$ cat config.mk
export PLATFORM = sky130hd
export DESIGN_NAME = price_bcd_converter
export DESIGN_NICKNAME = d
export VERILOG_FILES = /design/src/rtl/price_bcd_converter.sv
export SDC_FILE = /design/constraint.sdc
export NUM_CORES = 1
export LEC_CHECK = 0
export CELL_PAD_IN_SITES_DETAIL_PLACEMENT = 1
export CELL_PAD_IN_SITES_GLOBAL_PLACEMENT = 2
export CORE_UTILIZATION = 35
export CTS_CLUSTER_DIAMETER = 30
export DETAILED_ROUTE_END_ITERATION = 16
export GPL_TIMING_DRIVEN = 0
export HOLD_SLACK_MARGIN = 0.12
export PLACE_DENSITY = 0.86
export SYNTH_ARGS = -nofsm -noshare
export SYNTH_HDL_FRONTEND = slang
export SYNTH_SLANG_ARGS = --single-unit
$ cat constraint.sdc
create_clock -name CLK -period 3.8 [get_ports CLK]
set_input_delay 0.57 -clock CLK [delete_from_list [all_inputs] [get_ports CLK]]
set_output_delay 0.57 -clock CLK [all_outputs]
set_load 0.005 [all_outputs]
$ cat src/rtl/price_bcd_converter.sv
// Price BCD converter: turns a 16-bit binary price into five BCD digits using
// a sequential double-dabble (shift-and-add-3) engine, then decodes the low
// four digits into active-low 7-segment codes for the HEX displays.
//
// state  | meaning
// -------+-------------------------------------------------------------
// IDLE   | waiting for START; outputs hold the last result
// SHIFT  | 16 add-3/shift iterations building the BCD scratch
// FINISH | publish scratch to BCD outputs, pulse DONE, back to IDLE
module price_bcd_converter #(
    parameter int BLANK_LEADING = 1
) (
    input  logic        CLK,
    input  logic        RESET,
    input  logic        START,
    input  logic [15:0] PRICE_IN,
    output logic        BUSY,
    output logic        DONE,
    output logic [3:0]  BCD_0,
    output logic [3:0]  BCD_1,
    output logic [3:0]  BCD_2,
    output logic [3:0]  BCD_3,
    output logic [3:0]  BCD_4,
    output logic        OVERFLOW,
    output logic [6:0]  HEX0,
    output logic [6:0]  HEX1,
    output logic [6:0]  HEX2,
    output logic [6:0]  HEX3
);

    localparam logic [1:0] IDLE   = 2'd0;
    localparam logic [1:0] SHIFT  = 2'd1;
    localparam logic [1:0] FINISH = 2'd2;

    localparam logic [6:0] SEG_BLANK = 7'b1111111;

    logic [1:0]  state;
    logic [15:0] shift_reg;
    logic [19:0] scratch;
    logic [19:0] scratch_adj;
    logic [4:0]  bit_cnt;

    // Add 3 to every scratch digit that is 5 or more, ahead of the shift.
    always_comb begin
        scratch_adj = scratch;
        for (int d = 0; d < 5; d++) begin
            if (scratch[d*4 +: 4] >= 4'd5)
                scratch_adj[d*4 +: 4] = scratch[d*4 +: 4] + 4'd3;
        end
    end

    // Conversion FSM, datapath registers and published result.
    always_ff @(posedge CLK or posedge RESET) begin
        if (RESET) begin
            state     <= IDLE;
            shift_reg <= '0;
            scratch   <= '0;
            bit_cnt   <= '0;
            DONE      <= 1'b0;
            BCD_0     <= '0;
            BCD_1     <= '0;
            BCD_2     <= '0;
            BCD_3     <= '0;
            BCD_4     <= '0;
            OVERFLOW  <= 1'b0;
        end else begin
            DONE <= 1'b0;
            case (state)
                IDLE: begin
                    if (START) begin
                        shift_reg <= PRICE_IN;
                        scratch   <= '0;
                        bit_cnt   <= 5'd16;
                        state     <= SHIFT;
                    end
                end
                SHIFT: begin
                    scratch   <= {scratch_adj[18:0], shift_reg[15]};
                    shift_reg <= {shift_reg[14:0], 1'b0};
                    bit_cnt   <= bit_cnt - 5'd1;
                    // Counter hits zero on this edge: sixteenth shift done.
                    if (bit_cnt == 5'd1)
                        state <= FINISH;
                end
                FINISH: begin
                    BCD_0    <= scratch[3:0];
                    BCD_1    <= scratch[7:4];
                    BCD_2    <= scratch[11:8];
                    BCD_3    <= scratch[15:12];
                    BCD_4    <= scratch[19:16];
                    // Any nonzero ten-thousands digit means the value is >9999.
                    OVERFLOW <= (scratch[19:16] != 4'd0);
                    DONE     <= 1'b1;
                    state    <= IDLE;
                end
                default: state <= IDLE;
            endcase
        end
    end

    // BUSY tracks any non-IDLE state directly so it drops the edge FINISH ends.
    always_comb begin
        BUSY = (state != IDLE);
    end

    function automatic logic [6:0] seg7(input logic [3:0] d);
        case (d)
            4'd0:    seg7 = 7'b1000000;
            4'd1:    seg7 = 7'b1111001;
            4'd2:    seg7 = 7'b0100100;
            4'd3:    seg7 = 7'b0110000;
            4'd4:    seg7 = 7'b0011001;
            4'd5:    seg7 = 7'b0010010;
            4'd6:    seg7 = 7'b0000010;
            4'd7:    seg7 = 7'b1111000;
            4'd8:    seg7 = 7'b0000000;
            4'd9:    seg7 = 7'b0010000;
            default: seg7 = SEG_BLANK;
        endcase
    endfunction

    logic show_all;
    logic blank3;
    logic blank2;
    logic blank1;

    // Leading-zero suppression; an overflowed value shows all four low digits.
    always_comb begin
        show_all = (BLANK_LEADING == 0) || OVERFLOW;
        blank3   = !show_all && (BCD_3 == 4'd0);
        blank2   = blank3 && (BCD_2 == 4'd0);
        blank1   = blank2 && (BCD_1 == 4'd0);
    end

    // Segment decode of the registered digits; HEX0 always shows a digit.
    always_comb begin
        HEX0 = seg7(BCD_0);
        HEX1 = blank1 ? SEG_BLANK : seg7(BCD_1);
        HEX2 = blank2 ? SEG_BLANK : seg7(BCD_2);
        HEX3 = blank3 ? SEG_BLANK : seg7(BCD_3);
    end

endmodule
==> results.txt <==
status = completed
worst slew pin tran = 0.824 ns
Final period util = 92.8%
Clock power frac = 12.4%
total wire length = 9.72 mm
Synth Area in Adders = 10.7%
Inserted Diodes = 0
synthesized instance count = 425
Synth Area in Compound Gates = 20.3%
P per Cell Area = 928 nW/um2
Pleak = 2.17 nW
critical path, cell by cell = inv_1 -> ha_1 -> or4b_1 -> buf_2 -> nor3b_4 -> nand4_2 -> o21ai_0 -> clkdlybuf4s50_1
layout cells sized above 1 = 6.29%
post-synthesis register bit count = 65
Worst R2R Path Depth = 5
Post-CTS Hold Fix Bufs = 0
later-pin clock latency in the skew report = 0.34 ns
Async SR Flop Fraction = 100%
Post-CTS Setup Inserts = 0
Setup CP Type = register to output pin
gr ovfl total = 0
Yosys top cell area share = 42.2%
top_reg_cell synth = dfrtp_1
Worst Setup Start Kind = register
max-slew violations = 0
Clock Pin Slew Worst Setup and Hold Paths = 0.07 ns
Max Cap Violations = 0
Synth Area per Inst = 9.07 um2
largest family of logic cells by synthesized area = compound AO/OA/AOI/OAI gates
Layout Cell Area excl Fill = 4900 um2
Net Sw Frac = 39.0%
DR pass1 iterations = 5
Distinct cells, synth = 38
largest cells by area after synthesis = dfrtp_1, ha_1, o21ai_0
setup TNS = 0 ns
post-synthesis simple-gate area fraction = 15.8%
Starting Density = 36.7%
Nets = 556
Internal Power = 2.78 mW
Synth warnings = 0
worst hold path class = register to register
H-Tree Depth = 3
largest net degree at the start of global routing = 66
skew final = 0.00553 ns
mapped cell area = 3850 um2
area growth from synthesis to layout = 27.1%
CP arrival = 2.96 ns
vias in the first global route = 3,412
vias per std cell = 5.16
gr usage total = 18.3%
clk sink count = 65
cell taking the most area after synthesis = dfrtp_1
EDFF count, synth = 0
sequential power share = 26.6%
final setup vio count = 0
final hold viol count = 0
CP required = 3.23 ns
syn nets = 477
min cycle time layout = 3.53 ns
hpwl dp = 7.19 mm
flop2flop setup slack = 1.86 ns
Worst setup EP type = output pin
Placement Rows = 37
initial antenna violation count = 0
Placed Area = 4710 um2
post-cts resize count = 0
core area = 10,500 um2
DR WL/cell = 15.1 um
Slew HR = 45.0%
mux cell area share after synthesis = 3.60%
drc violations = 0
via count = 3,326
CTS tree = yes
Max Fclk = 284 MHz
Routed Antenna Nets = 0
Combinational Power Share = 61.0%
slowest CP cell = clkdlybuf4s50_1
CP max FO = 8
IO buf count = 68
setup repair after global routing missed its margin = false
max incr delay on CP = 0.54 ns
clk root buf = clkbuf_8
Die Height = 107 um
Util after Layout = 46.6%
Post-Synth XOR/XNOR Area = 2.05%
Ports = 70
Die X = 107 um
GPL Wtd Cong = 0.768
Seq/Total Area, Yosys = 42.2%
number of cells on the worst hold path = 2
Peak VDD IR = 0.418 mV
Clock Tree Buf Depth = 2
Die Area = 11,400 um2
Num CTS Buffers = 9
max reg flops = 20
global-route wire length before repair = 16.8 mm
Initial DRC Count = 120
Psw = 1.77 mW
## layout by cell type, fill, tap and decap left out, types with 7 or more instances in the layout
cell type / instances
ha_1: 33
clkdlybuf4s50_1: 68
inv_1: 27
nand2_1: 47
a21oi_1: 47
nand2b_1: 13
clkbuf_1: 21
and3b_1: 14
mux2_2: 7
dfrtp_1: 65
clkbuf_8: 13
o22ai_1: 7
o21ai_0: 57
nor2_1: 21
## final timing paths
check	start	end
worst max-delay path	BCD_3[1]	HEX1[6]
worst min-delay path	shift_reg[13]	shift_reg[13]
worst max register to register	state[0]	bit_cnt[2]
worst min register to register	shift_reg[13]	shift_reg[13]
max in group asynchronous	RESET	state[1]
min in group asynchronous	RESET	shift_reg[12]
## layout make-up
class / count / area [um2]
tap: 136 / 170
buffer: 25 / 97.6
inverter: 28 / 108
multi-input combinational: 307 / 2020
clock inverter: 2 / 10.0
sequential: 65 / 1630
clock buffer: 14 / 183
timing repair buffer: 68 / 681
fill: 1247 / 5610
## cell families after synthesis
| group | Yosys count |
|---|---|
| xor gates and xnor gates | 9 |
| muxes | 13 |
| DFF | 65 |
| adders and majority gates | 33 |
| and+or+nand+nor | 115 |
| buffers and inverters | 53 |
| AOI/OAI and AO/OA | 137 |
## critical path, delay by kind of cell (launching register included)
kind / cells / cell delay, ns
simple gates: 3 / 0.97
fa+ha+maj: 1 / 0.20
flops: 1 / 0.44
compound gates: 1 / 0.14
buf+inv: 3 / 0.89
## power groups by stage
stage                     logic [mW]  clock network, mW  registers, mW
after global placement          2.72                  0           1.21
after floorplan                 1.50                  0           1.16
after global routing            3.11              0.613           1.26
after CTS                       2.81              0.587           1.21
after detailed placement        2.80                  0           1.22
final                           2.77              0.566           1.21
## Yosys cell counts (2+ instances only)
cell,count
o21ai_0,57
a22o_1,6
xor2_1,3
buf_1,2
o22ai_1,7
mux2_2,7
or2_2,3
xnor2_1,6
nand2_1,47
nand2b_1,13
dfrtp_1,65
inv_1,28
a21oi_1,47
a32o_1,5
mux2i_1,6
a211oi_1,3
nor2b_1,2
clkbuf_1,20
nor2_1,21
o32ai_1,3
a31oi_1,2
and3b_1,14
nor3_1,3
buf_2,3
and2_1,3
o31ai_1,5
ha_1,33
## per-layer routing
metal / track usage, % / share of wire, %
met1: 24.2 / 48
met2: 30.8 / 49
met3: 3.65 / 2.5
met4: 4.11 / 0.84
met5: 0 / 0
## stage by stage
| step | setup WS [ns] | total power [mW] | hold WS [ns] | std cells |
|---|---|---|---|---|
| 6_report | 0.273 | 4.55 | 0.490 | 645 |
| 5_1_grt | 0.0433 | 4.98 | 0.537 | 645 |
| 4_1_cts | 0.247 | 4.61 | 0.494 | 645 |
| 3_5_place_dp | 0.630 | 4.03 | 0.477 | 629 |
| 3_3_place_gp | 0.346 | 3.93 | 0.465 | 629 |
| 2_1_floorplan | 1.43 | 2.65 | 0.450 | 425 |
Power figures use the tool's default switching activity.
